**src/rtl/lpm_fifo_pkg.sv**
```systemverilog
// Shared helpers and mode constants for the lpm FIFO family.
package lpm_fifo_pkg;

  // Values for the PIPELINED parameter of fifo_n.
  localparam int unsigned FIFO_NORMAL = 0;
  localparam int unsigned FIFO_PIPE   = 1;

  // Ceiling log2; clog2(1) = 0, clog2(4) = 2, clog2(5) = 3.
  function automatic int unsigned clog2(input int unsigned n);
    int unsigned r;
    r = 0;
    for (int unsigned i = 0; i < 32; i++) begin
      if ((64'd1 << i) < 64'(n)) r = i + 1;
    end
    return r;
  endfunction

  // Wrap-safe pointer increment; explicit compare so non-power-of-two
  // depths wrap at depth-1 instead of at the natural bit-width overflow.
  function automatic int unsigned ptr_inc(input int unsigned ptr,
                                          input int unsigned depth);
    return (ptr == depth - 1) ? 0 : ptr + 1;
  endfunction

endpackage

```
**src/rtl/fifo_n.sv**
```systemverilog
// Parametrised multi-entry FIFO with occupancy count, synchronous clear
// and an optional pipelined mode (enqueue accepted while full if a dequeue
// fires in the same cycle). No same-cycle bypass from enq to first.
module fifo_n
  import lpm_fifo_pkg::*;
#(
  parameter int unsigned WIDTH     = 128,
  parameter int unsigned DEPTH     = 4,
  parameter int unsigned PIPELINED = FIFO_NORMAL,
  parameter int unsigned CW        = clog2(DEPTH + 1)
) (
  input  logic             CLK,
  input  logic             RST,
  input  logic             in_enq__ENA,
  input  logic [WIDTH-1:0] in_enq_v,
  output logic             in_enq__RDY,
  input  logic             out_deq__ENA,
  output logic             out_deq__RDY,
  output logic [WIDTH-1:0] out_first,
  output logic             out_first__RDY,
  input  logic             clear__ENA,
  output logic             clear__RDY,
  output logic [CW-1:0]    count
);

  localparam int unsigned PW = clog2(DEPTH);

  logic [WIDTH-1:0] mem_q [DEPTH];
  logic [PW-1:0]    rd_ptr_q, rd_ptr_d;
  logic [PW-1:0]    wr_ptr_q, wr_ptr_d;
  logic [CW-1:0]    cnt_q, cnt_d;

  logic not_empty;
  logic not_full;
  logic enq_rdy;
  logic enq_fire;
  logic deq_fire;

  // Handshake readiness and effective fires; in pipelined mode deq_ENA
  // feeds enq_RDY combinationally.
  always_comb begin
    not_empty = (cnt_q != '0);
    not_full  = (cnt_q != CW'(DEPTH));
    if (PIPELINED == FIFO_PIPE) enq_rdy = not_full | (out_deq__ENA & not_empty);
    else                        enq_rdy = not_full;
    enq_fire = in_enq__ENA & enq_rdy;
    deq_fire = out_deq__ENA & not_empty;
  end

  // Output drive: head is whatever sits at rd_ptr, valid only while non-empty.
  always_comb begin
    in_enq__RDY    = enq_rdy;
    out_deq__RDY   = not_empty;
    out_first__RDY = not_empty;
    out_first      = mem_q[rd_ptr_q];
    clear__RDY     = 1'b1;
    count          = cnt_q;
  end

  // Next-state pointers and count; clear discards same-cycle enq/deq.
  always_comb begin
    rd_ptr_d = rd_ptr_q;
    wr_ptr_d = wr_ptr_q;
    cnt_d    = cnt_q;
    if (clear__ENA) begin
      rd_ptr_d = '0;
      wr_ptr_d = '0;
      cnt_d    = '0;
    end else begin
      if (enq_fire) wr_ptr_d = PW'(ptr_inc(32'(wr_ptr_q), DEPTH));
      if (deq_fire) rd_ptr_d = PW'(ptr_inc(32'(rd_ptr_q), DEPTH));
      unique case ({enq_fire, deq_fire})
        2'b10:   cnt_d = cnt_q + CW'(1);
        2'b01:   cnt_d = cnt_q - CW'(1);
        default: cnt_d = cnt_q;
      endcase
    end
  end

  // Pointer and count registers with synchronous reset.
  always_ff @(posedge CLK) begin
    if (RST) begin
      rd_ptr_q <= '0;
      wr_ptr_q <= '0;
      cnt_q    <= '0;
    end else begin
      rd_ptr_q <= rd_ptr_d;
      wr_ptr_q <= wr_ptr_d;
      cnt_q    <= cnt_d;
    end
  end

  // Storage: zeroed on reset, written on an enqueue fire; clear leaves data
  // in place. When full and pipelined, the overwrite lands after the head read.
  always_ff @(posedge CLK) begin
    if (RST) begin
      for (int unsigned i = 0; i < DEPTH; i++) mem_q[i] <= '0;
    end else if (enq_fire && !clear__ENA) begin
      mem_q[wr_ptr_q] <= in_enq_v;
    end
  end

endmodule

```
**config.mk**
```make
export PLATFORM = sky130hd
export DESIGN_NAME = fifo_n
export DESIGN_NICKNAME = d
export VERILOG_FILES = /design/src/rtl/lpm_fifo_pkg.sv /design/src/rtl/fifo_n.sv
export SDC_FILE = /design/constraint.sdc
export NUM_CORES = 1
export LEC_CHECK = 0
export CAP_MARGIN = 20
export CORE_MARGIN = 4
export CORE_UTILIZATION = 61
export DETAILED_ROUTE_END_ITERATION = 10
export PLACE_DENSITY = 0.95
export SLEW_MARGIN = 10
export SYNTH_ARGS = -nofsm -noshare
export SYNTH_HDL_FRONTEND = slang
export SYNTH_SLANG_ARGS = --single-unit
```
**constraint.sdc**
```tcl
create_clock -name CLK -period 39.2 [get_ports CLK]
set_input_delay 7.84 -clock CLK [delete_from_list [all_inputs] [get_ports CLK]]
set_output_delay 7.84 -clock CLK [all_outputs]
set_load 0.01 [all_outputs]
```
======== After elaboration in Yosys (flattened, before gate mapping) ========
Memories as Yosys holds them, arrays and structs flattened. A register that Yosys moved wholly into a read port is not among the register bits.
Cells that the tools add are included.
word-level totals
  input bits .............................. 133
  output and inout port bits .............. 135
  bits in registers ....................... 7
  bits in writable memories ............... 512
  logic and storage cells ................. 34
  memories kept ........................... 1
memory list
  memory  words  width  rd ports  clocked after memory_dff  wr ports  line          text
  mem_q   4      128    1         1                         4         fifo_n.sv:28  logic [WIDTH-1:0] mem_q [DEPTH];
operators by class
  reductions and logical operators ........ 6
  muxes and demuxes ....................... 13
  bitwise logic cells ..................... 2
  add/subtract/negate cells ............... 4
  equal/unequal tests ..................... 5
operator list
  cell                                                 number
  2-to-1 mux 128 bit                                   1
  OR reduction 128 bit                                 1
  2-to-1 mux 2 bit                                     5
  equality test 2 bit, second input constant           3
  2-to-1 mux 1 bit                                     6
  case mux 3 bit (2 select lines)                      1
  adder 2 x 1 -> 2 bit, second input constant          2
  adder 3 x 1 -> 3 bit, second input constant          1
  != test 3 bit, second input constant                 1
  nonzero test 3 bit                                   1
  subtractor 3 x 1 -> 3 bit, second input constant     1
  bitwise AND 1 bit                                    2
  equality test 2 x 1 -> 1 bit, second input constant  1
  nonzero test 2 bit                                   1
  OR reduction 2 bit                                   1
  logical AND 1 bit                                    1
  logical NOT 1 bit                                    1

======== Longest topological paths before layout ========
Gate-level depths: netlist (run 1).
  depth after elaboration ................. 8
  depth in mapped cells ................... 9
  depth with buffers taken out ............ 9

======== Worst setup path before layout (run 1) ========
No wires, ideal clock.
  path type ............................... input -> register
  start point ............................. input in_enq__ENA
  end point ............................... memory mem_q[1][0] (enable)
  arrival time ............................ 20.760 ns
  cell stages on the path ................. 2
  buffers on the path ..................... 0
  setup time .............................. 0.962 ns
  data required time ...................... 38.238 ns
  slack ................................... 17.479 ns
  cells stage by stage .................... nand2_1 o41ai_1
RTL lines
  what                line          text
  start: declaration  fifo_n.sv:14  input logic in_enq__ENA,
  end: declaration    fifo_n.sv:28

==> results of run 1 <==
## metrics by stage
| step | instances | hold WS (ps) | worst slack [ps] |
|---|---|---|---|
| 2_1_floorplan | 1485 | 462.3 | 17480 |
| 3_3_place_gp | 2139 | 465.5 | 27900 |
| 3_5_place_dp | 2139 | 477.1 | 27820 |
| 4_1_cts | 2228 | 491.0 | 27500 |
| 5_1_grt | 2234 | 549.2 | 27490 |
| 6_report | 2234 | 498.5 | 27790 |
## layer usage
metal / vias to the layer above / part of all wire
met5: - / 0.0013
met4: 10 / 0.034
met3: 138 / 0.10
li1: 6093 / -
met2: 830 / 0.51
met1: 7074 / 0.35
## cell usage after synthesis, drive strengths merged, types with 2 or more instances
master / instances
edfxtp: 512
clkbuf: 92
nor2: 6
or3: 3
nand3: 3
a21oi: 5
o21ai: 5
ha: 3
xor2: 2
dfxtp: 9
nand2: 133
buf: 53
nor3: 130
inv: 7
and2: 256
mux4: 128
nor4b: 127
## cells in the final DEF, fill, tap and decap left out, types with 18 or more instances in the layout
cell             instances
nand2_1                133
and2_1                 256
nor3_1                 129
buf_4                   22
edfxtp_1               512
clkbuf_1                18
clkbuf_16               51
nor4b_1                 97
mux4_2                 128
nor4b_2                 30
clkdlybuf4s50_1        266
## final timing paths
check,slack (ps),start,depth (start not counted),to
hold reg to reg,500,rd_ptr_q[0],2,flop
setup reg to reg,35490,count[2],6,mem_q[0][93]
setup / recovery,27790,flop,4,out_first[67]
hold / removal,500,rd_ptr_q[0],2,flop
## registers in the layout (all words and copies together) (netlist names), named ones only
signal / count
mem_q: 512
wr_ptr_q: 2
rd_ptr_q: 2
count: 3
## kinds of logic (layout without fill, tap and decap cells)
group,Yosys count,after routing,synth area share
muxes,128,128,0.1223
AOI/OAI and AO/OA,14,14,0.003504
other,1,5,0.0001591
DFF,521,521,0.6599
buffers and inverters,152,386,0.03339
and+or+nand+nor,663,663,0.1775
adders and majority gates,4,4,0.002442
xor gates and xnor gates,2,2,0.0007433
## cell type report
cell class	instances	area [µm²]
diodes	4	10.01
clock buffers	74	1413
clock inverters	15	71.32
fillers	2166	10060
inverters	7	26.28
multi-input cells	812	7271
flip-flops and latches	521	15570
well taps	511	639.4
repair buffers	290	2875
## worst min-delay path, delay by kind of cell, from the launching register on
family             cells  cell delay [ps]
and+or+nand+nor        1               60
DFF                    1              320
AOI/OAI and AO/OA      1               70
## power by group through the flow
stage               registers [W]  clock network, W  logic [W]
finish                   0.000651          0.000445   0.000100
global route             0.000653          0.000474   0.000106
CTS                      0.000652          0.000450  0.0000999
detailed placement       0.000663                 0  0.0000988
global placement         0.000660                 0  0.0000969
floorplan                0.000662                 0  0.0000503
==> flow_summary.json, run 1 <==
{
  "drc": 0,
  "synthDistinctLibCells": 36,
  "async_reset_ff_frac": 0,
  "die-width_um": 204.6,
  "cp.arrival_ps": 3570,
  "rsz0062_at_grt": "false",
  "grt_pass1_wl_um": 85130,
  "peakVddDrop_mv": 0.04289,
  "pwr-share-seq": 0.544,
  "portBuffers": 266,
  "clk_pin_slew_ps": 60,
  "slew_headroom": 0.2456,
  "hp-class": "reg -> reg",
  "grt_max_degree": 93,
  "syn_nets": 1622,
  "critical_path.top_delay_family": "buffers and inverters",
  "stdcell_area_um2": 27880,
  "slew_viol_final": 0,
  "cts_buffers": 50,
  "ant_nets": 0,
  "io_pins": 268,
  "critPathSlowestCell": "dfxtp_4",
  "cellPowerDensity_nw_per_um2": 42.93,
  "grtUsageTotal": 0.2655,
  "grt_pass1_vias": 14740,
  "antenna_found_initial": 9,
  "switching_power_w": 0.0002590,
  "cp.required_ps": 31360,
  "end_kind": "primary output",
  "die_h_um": 204.6,
  "hold_violations": 0,
  "ys_warn_count": 0,
  "vias_per_cell": 6.332,
  "postPlaceCellArea_um2": 26330,
  "combPwrFrac": 0.084,
  "drv_cap": 0,
  "root_buffer": "clkbuf_16",
  "rows": 71,
  "insertion_delay_ps": 590,
  "drive_gt1_frac": 0.1489,
  "clkPwrFrac": 0.372,
  "met3_usage": 0.06902,
  "crit_chain": "buf_12 -> buf_4 -> mux4_2 -> clkdlybuf4s50_1",
  "clock_sinks": 521,
  "power_w": 0.001197,
  "met2_usage": 0.4358,
  "cts_setup_buffers": 0,
  "grt_overflow": 0,
  "post-route-period-util": 0.2911,
  "routed_wl_um": 55420,
  "cp-start-kind": "flop",
  "cts_buffer_depth": 3,
  "die_area_um2": 41850,
  "yosys-top-cells-area": "edfxtp_1, mux4_2, and2_1, nor4b_1, nor3_1",
  "setup_violations": 0,
  "status": "completed",
  "area_growth_pct": 18.27,
  "yosysSeqAreaShare": 0.6599,
  "synth_top_cell_by_area": "edfxtp_1",
  "path_buf_inv": 3,
  "critical_path_class": "reg -> out",
  "finalSetupTns_ps": 0,
  "switching_share": 0.2164,
  "synth_cells": 1485,
  "drt_iter0_drc": 1534,
  "num_vias": 14150,
  "cts_tree": "built",
  "fin_nets": 1819,
  "cell_internal_pwr_w": 0.0009378,
  "fin_crit_ps": 11410,
  "synth_top_area_share": 0.6523,
  "grt-busiest-layer": "met2",
  "slowest_delay_ps": 710,
  "synth_edf_count": 512,
  "tightest_slew_ps": 1132,
  "grt_util_met1": 0.3492,
  "cts_resized": 0,
  "p_leak_nw": 9.024,
  "syn-cell-area_um2": 23570,
  "synthFlopType": "edfxtp_1",
  "drtPass1Iterations": 6,
  "start_util": 0.6214,
  "core-area_um2": 37930,
  "htree_levels": 2,
  "syn_area_per_cell_um2": 15.87,
  "wl_per_cell_um": 24.81,
  "cts_hold_buf": 0,
  "hpwl_um": 30540,
  "max_freq_mhz": 87.63,
  "gp_routability_congestion": 0.7466,
  "fin_util": 0.7349,
  "finClkSkew_ps": 15.16,
  "ys_ff_latch": 521,
  "worstPathMaxFanout": 43
}
Note: power is estimated with default switching activity, not from simulation.
==> run 2, diff against run 1 <==
CORE_UTILIZATION = 57   (was 61)
PLACE_DENSITY = 0.91   (was 0.95)
clock period = 10.5 ns   (was 39.2 ns; I/O delays follow)
==> run 2 against run 1 <==
Effect of this change:
- core utilization fell by 5.1 points
- via count fell by 1.0%
- register-to-register slack got worse by 29000 ps
- largest cell class unchanged
- clock power rose to 3.8 times the previous value
- non-clock buffer count fell by 1
- total power rose to 3.8 times the previous value
- critical path depth did not move
- highest routed layer is now met4
- sequential power rose to 3.7 times the previous value
- worst hold slack got worse by 1.1 ps
- sequential share of layout area fell by 0.073 points
==> flow_summary.json, run 2 (synthesis gave the netlist of run 1 again) <==
{
  "status": "completed",
  "root_buffer": "clkbuf_16",
  "drtPass1Iterations": 8,
  "peakVddDrop_mv": 0.1413,
  "r2r-end": "mem_q[0][44]",
  "slowest_delay_ps": 770,
  "antenna_found_initial": 5,
  "cts_buffers": 53,
  "insertion_delay_ps": 580,
  "cts_setup_buffers": 0,
  "final_cell_mix": "edfxtp_1, clkdlybuf4s50_1, and2_1, nand2_1, nor3_1",
  "grt_pass1_wl_um": 83820,
  "regMostFlops": "mem_q",
  "die_h_um": 211.4,
  "fin_crit_ps": 5955,
  "grt_max_degree": 213,
  "slew_viol_final": 0,
  "largest_register_ffs": 512,
  "reg2reg_depth": 6,
  "cts_resized": 0,
  "setup_violations": 0,
  "ant_nets": 0,
  "gp_routability_congestion": 0.7872,
  "fin_util": 0.6836,
  "finClkSkew_ps": 11.38,
  "cp.required_ps": 8400,
  "r2r_slack_ps": 6560,
  "cts_hold_buf": 0,
  "io_pins": 268,
  "htree_levels": 2,
  "drive_gt1_frac": 0.1482,
  "slew_headroom": 0.1732,
  "reg2reg_from": "count[2]",
  "hold_violations": 0,
  "hp-class": "reg -> reg",
  "cellPowerDensity_nw_per_um2": 161.0,
  "grtUsageTotal": 0.2430,
  "grt_pass1_vias": 14420,
  "crit_path_end": "out_first[39]",
  "crit_chain": "buf_4 -> buf_4 -> mux4_2 -> clkdlybuf4s50_1",
  "fill_cells": 2545,
  "path_buf_inv": 3,
  "multi_input_area_um2": 7282,
  "num_vias": 14000,
  "post-route-period-util": 0.5671,
  "rsz0062_at_grt": "false",
  "stdcell_area_um2": 27910,
  "drv_cap": 0,
  "layout_commonest_cell": "edfxtp_1",
  "crit_top_cell": "buf_4",
  "grt_overflow": 0,
  "critical_path.top_delay_family": "buffers and inverters",
  "cp.arrival_ps": 3850,
  "p_leak_nw": 9.035,
  "end_kind": "primary output",
  "die_area_um2": 44670,
  "start_util": 0.5773,
  "postPlaceCellArea_um2": 26390,
  "critical_path_class": "reg -> out",
  "cts_tree": "built",
  "vias_per_cell": 6.201,
  "core-area_um2": 40830,
  "finalSetupTns_ps": 0,
  "clk_pin_slew_ps": 60,
  "tightest_slew_ps": 1240,
  "worst-path-stages": 4,
  "area_growth_pct": 18.42,
  "clock_sinks": 521,
  "portBuffers": 266,
  "seqCellArea_um2": 15570,
  "cp-start-kind": "flop",
  "cts_buffer_depth": 3,
  "power_w": 0.004495,
  "worstPathMaxFanout": 41,
  "critPathSlowestCell": "buf_4",
  "drt_iter0_drc": 1400,
  "max_freq_mhz": 167.9,
  "routed_wl_um": 54960,
  "drc": 0,
  "fin_nets": 1821,
  "wl_per_cell_um": 24.34,
  "die-width_um": 211.4,
  "rows": 74,
  "hpwl_um": 30340,
  "whs_ps": 497.3
}
## run 2: changes by cell type in the layout (fill, tap and decap cells not counted)
cell	delta
o41ai_4	+1
clkinv_2	+5
clkbuf_1	+2
clkbuf_8	-5
bufinv_16	+1
diode_2	+1
inv_6	-1
clkbuf_16	+2
o41ai_2	-1
buf_16	-1
clkinvlp_4	-2
clkinv_1	+1
## run 2: per-layer routing
metal	GRT usage	share of wire	vias to the layer above	routed length, µm
met5	0	0	-	0
met4	0.07441	0.023	0	1277
met3	0.05513	0.090	92	4960
met2	0.4074	0.51	706	28160
met1	0.3235	0.37	7112	20570
li1	-	-	6092	-
## run 2: report_power, final
part,switching (W),total [W],internal (W)
clock network,0.000743,0.00169,0.000948
logic,0.000192,0.000375,0.000183
registers,0.0000367,0.00243,0.00239
## run 2: cell type report
type / count / area share
Clock buffer: 73 / 0.05021
Timing Repair Buffer: 289 / 0.1020
Inverter: 7 / 0.0009414
Antenna cell: 5 / 0.0004483
Clock inverter: 19 / 0.003810
Multi-Input combinational cell: 812 / 0.2609
Sequential cell: 521 / 0.5578
Tap cell: 532 / 0.02385
## run 2: worst min path at each step
stage	cells past startpoint	slack [ps]	startpoint	end
finish	2	500	rd_ptr_q[0]	flop
global route	2	520	rd_ptr_q[0]	flop
CTS	2	490	rd_ptr_q[0]	flop
detailed placement	2	480	rd_ptr_q[0]	flop
global placement	2	470	rd_ptr_q[0]	flop
floorplan	2	460	rd_ptr_q[0]	flop
## run 2: tightest hold or removal path: cells and delay by family (launching register included)
kind,cells,cell delay (ps)
flip-flops,1,320
AO/OA/AOI/OAI,1,70
AND/OR/NAND/NOR,1,60
## run 2: stage by stage
| step | setup slack, ps | instances |
|---|---|---|
| 2_1_floorplan | 681.2 | 1485 |
| 3_3_place_gp | 4879 | 2161 |
| 3_5_place_dp | 4846 | 2161 |
| 4_1_cts | 4424 | 2253 |
| 5_1_grt | 4223 | 2257 |
| 6_report | 4545 | 2258 |
==> run 3, diff against run 2 <==
CORE_UTILIZATION = 51   (was 57)
PLACE_DENSITY = 0.86   (was 0.91)
clock period = 5.15 ns   (was 10.5 ns; I/O delays follow)
==> run 3 against run 2 <==
Effect of this change:
- worst setup slack worse by 3300 ps
- sequential share of layout area down 0.61 points
- cell area up 1.1%
- critical endpoint is now out_first[78]
- clock power up 110%
- combinational power up 110%
- via count down 0.29%
- flip-flop and latch count unchanged
- global-route usage down 2.5 points
- worst hold slack worse by 4.3 ps
- clock-buffer cell count down 6
- critical path type unchanged
==> flow_summary.json, run 3 (synthesis gave the netlist of run 1 again) <==
{
  "instances_no_fill": 2335,
  "setup_slack_ps": 1197,
  "insertion_delay_ps": 580,
  "rows": 78,
  "critical_path.top_delay_family": "buffers and inverters",
  "layout_commonest_cell": "edfxtp_1",
  "num_vias": 13960,
  "grt_pass1_wl_um": 84560,
  "hp-class": "reg -> reg",
  "die_area_um2": 49720,
  "cts_setup_buffers": 0,
  "final_cell_mix": "edfxtp_1, clkdlybuf4s50_1, and2_1, nand2_1, nor3_1",
  "io_pins": 268,
  "die-width_um": 223.0,
  "p_leak_nw": 9.133,
  "drtPass1Iterations": 7,
  "cts_buffer_depth": 3,
  "critPathSlowestCell": "dfxtp_4",
  "critical_path_class": "reg -> out",
  "die_h_um": 223.0,
  "drc": 0,
  "power_w": 0.009274,
  "grt_overflow": 0,
  "placed_cells": 2233,
  "area_growth_pct": 19.73,
  "cp-start-kind": "flop",
  "cellPowerDensity_nw_per_um2": 328.6,
  "crit_chain": "buf_4 -> mux4_2 -> clkdlybuf4s50_1",
  "grt_max_degree": 129,
  "clock_sinks": 521,
  "start_util": 0.5172,
  "end_kind": "primary output",
  "slew_viol_final": 0,
  "cts_resized": 0,
  "cp.required_ps": 4120,
  "drt_iter0_drc": 1445,
  "hold_violations": 0,
  "drive_gt1_frac": 0.1539,
  "tightest_slew_ps": 1127,
  "htree_levels": 2,
  "finalSetupTns_ps": 0,
  "dp_slack_ps": 1448,
  "post-route-period-util": 0.7675,
  "slew_headroom": 0.2489,
  "max_freq_mhz": 253.0,
  "cts_hold_buf": 0,
  "slowest_delay_ps": 720,
  "ant_nets": 0,
  "cp.arrival_ps": 2920,
  "largest_register_ffs": 512,
  "worstPathMaxFanout": 37,
  "grt_pass1_vias": 14700,
  "vias_per_cell": 5.979,
  "fin_nets": 1824,
  "status": "completed",
  "routed_wl_um": 54690,
  "fill_cells": 3259,
  "wl_per_cell_um": 23.42,
  "peakVddDrop_mv": 0.2986,
  "portBuffers": 266,
  "fin_crit_ps": 3953,
  "cts_tree": "built",
  "setup_violations": 0,
  "seqCellArea_um2": 15570,
  "drv_cap": 0,
  "grtUsageTotal": 0.2179,
  "regMostFlops": "mem_q",
  "rsz0062_at_grt": "false",
  "root_buffer": "clkbuf_16",
  "antenna_found_initial": 9,
  "finClkSkew_ps": 9.309,
  "multi_input_area_um2": 7284,
  "clk_pin_slew_ps": 60,
  "path_buf_inv": 2,
  "cts_buffers": 52,
  "hpwl_um": 29600,
  "core-area_um2": 45580,
  "gp_routability_congestion": 0.7654
}
-- run 3: cell types whose count changed in the layout (fill, tap and decap cells not counted), moves of 2 or more --
| cell | delta |
|---|---|
| clkinv_1 | +3 |
| buf_4 | -5 |
| clkbuf_1 | -6 |
| buf_12 | +9 |
| diode_2 | +2 |
| clkinv_2 | +3 |
| bufinv_16 | +2 |
-- run 3: layout make-up --
type	instances	share of cell area
Tap cell	600	0.02660
Clock inverter	28	0.007138
Clock buffer	67	0.04886
Inverter	7	0.0009311
Sequential cell	521	0.5517
Timing Repair Buffer	293	0.1060
Multi-Input combinational cell	812	0.2581
Antenna cell	7	0.0006207
-- run 3: stage by stage --
stage | instance area [µm²] | hold slack, ps | util
after floorplan | 23600 | 462.3 | -
after global placement | 26620 | 464.0 | 0.5841
after detailed placement | 26620 | 482.6 | 0.5841
after CTS | 28200 | 495.3 | 0.6188
after global routing | 28210 | 535.2 | 0.6191
final | 28220 | 493.0 | 0.6192
-- run 3: final timing paths --
| path | cells after the start | slack (ps) | endpoint | start |
|---|---|---|---|---|
| max | 3 | 1200 | out_first[78] | flop |
| max reg2reg | 3 | 2240 | mem_q[3][38] | wr_ptr_q[1] |
| min | 2 | 490 | flop | rd_ptr_q[0] |
| min reg2reg | 2 | 490 | flop | rd_ptr_q[0] |
-- run 3: power by group --
part,switching (W),internal (W),leakage [nW]
sequential,0.0000714,0.00487,5.31
clock,0.00153,0.00203,0.777
combinational,0.000390,0.000381,3.04
total,0.00199,0.00728,9.13
-- run 3: worst register-to-register path: stages, from the launching register on --
cell     delay, ps
dfxtp_4        870
buf_4          600
a31o_4         280
buf_12         570
-- run 3: metal layers --
layer / track usage / share of wire
met1: 0.2862 / 0.38
met4: 0.07099 / 0.027
met3: 0.04961 / 0.083
met2: 0.3647 / 0.51
met5: 0 / 0.00099
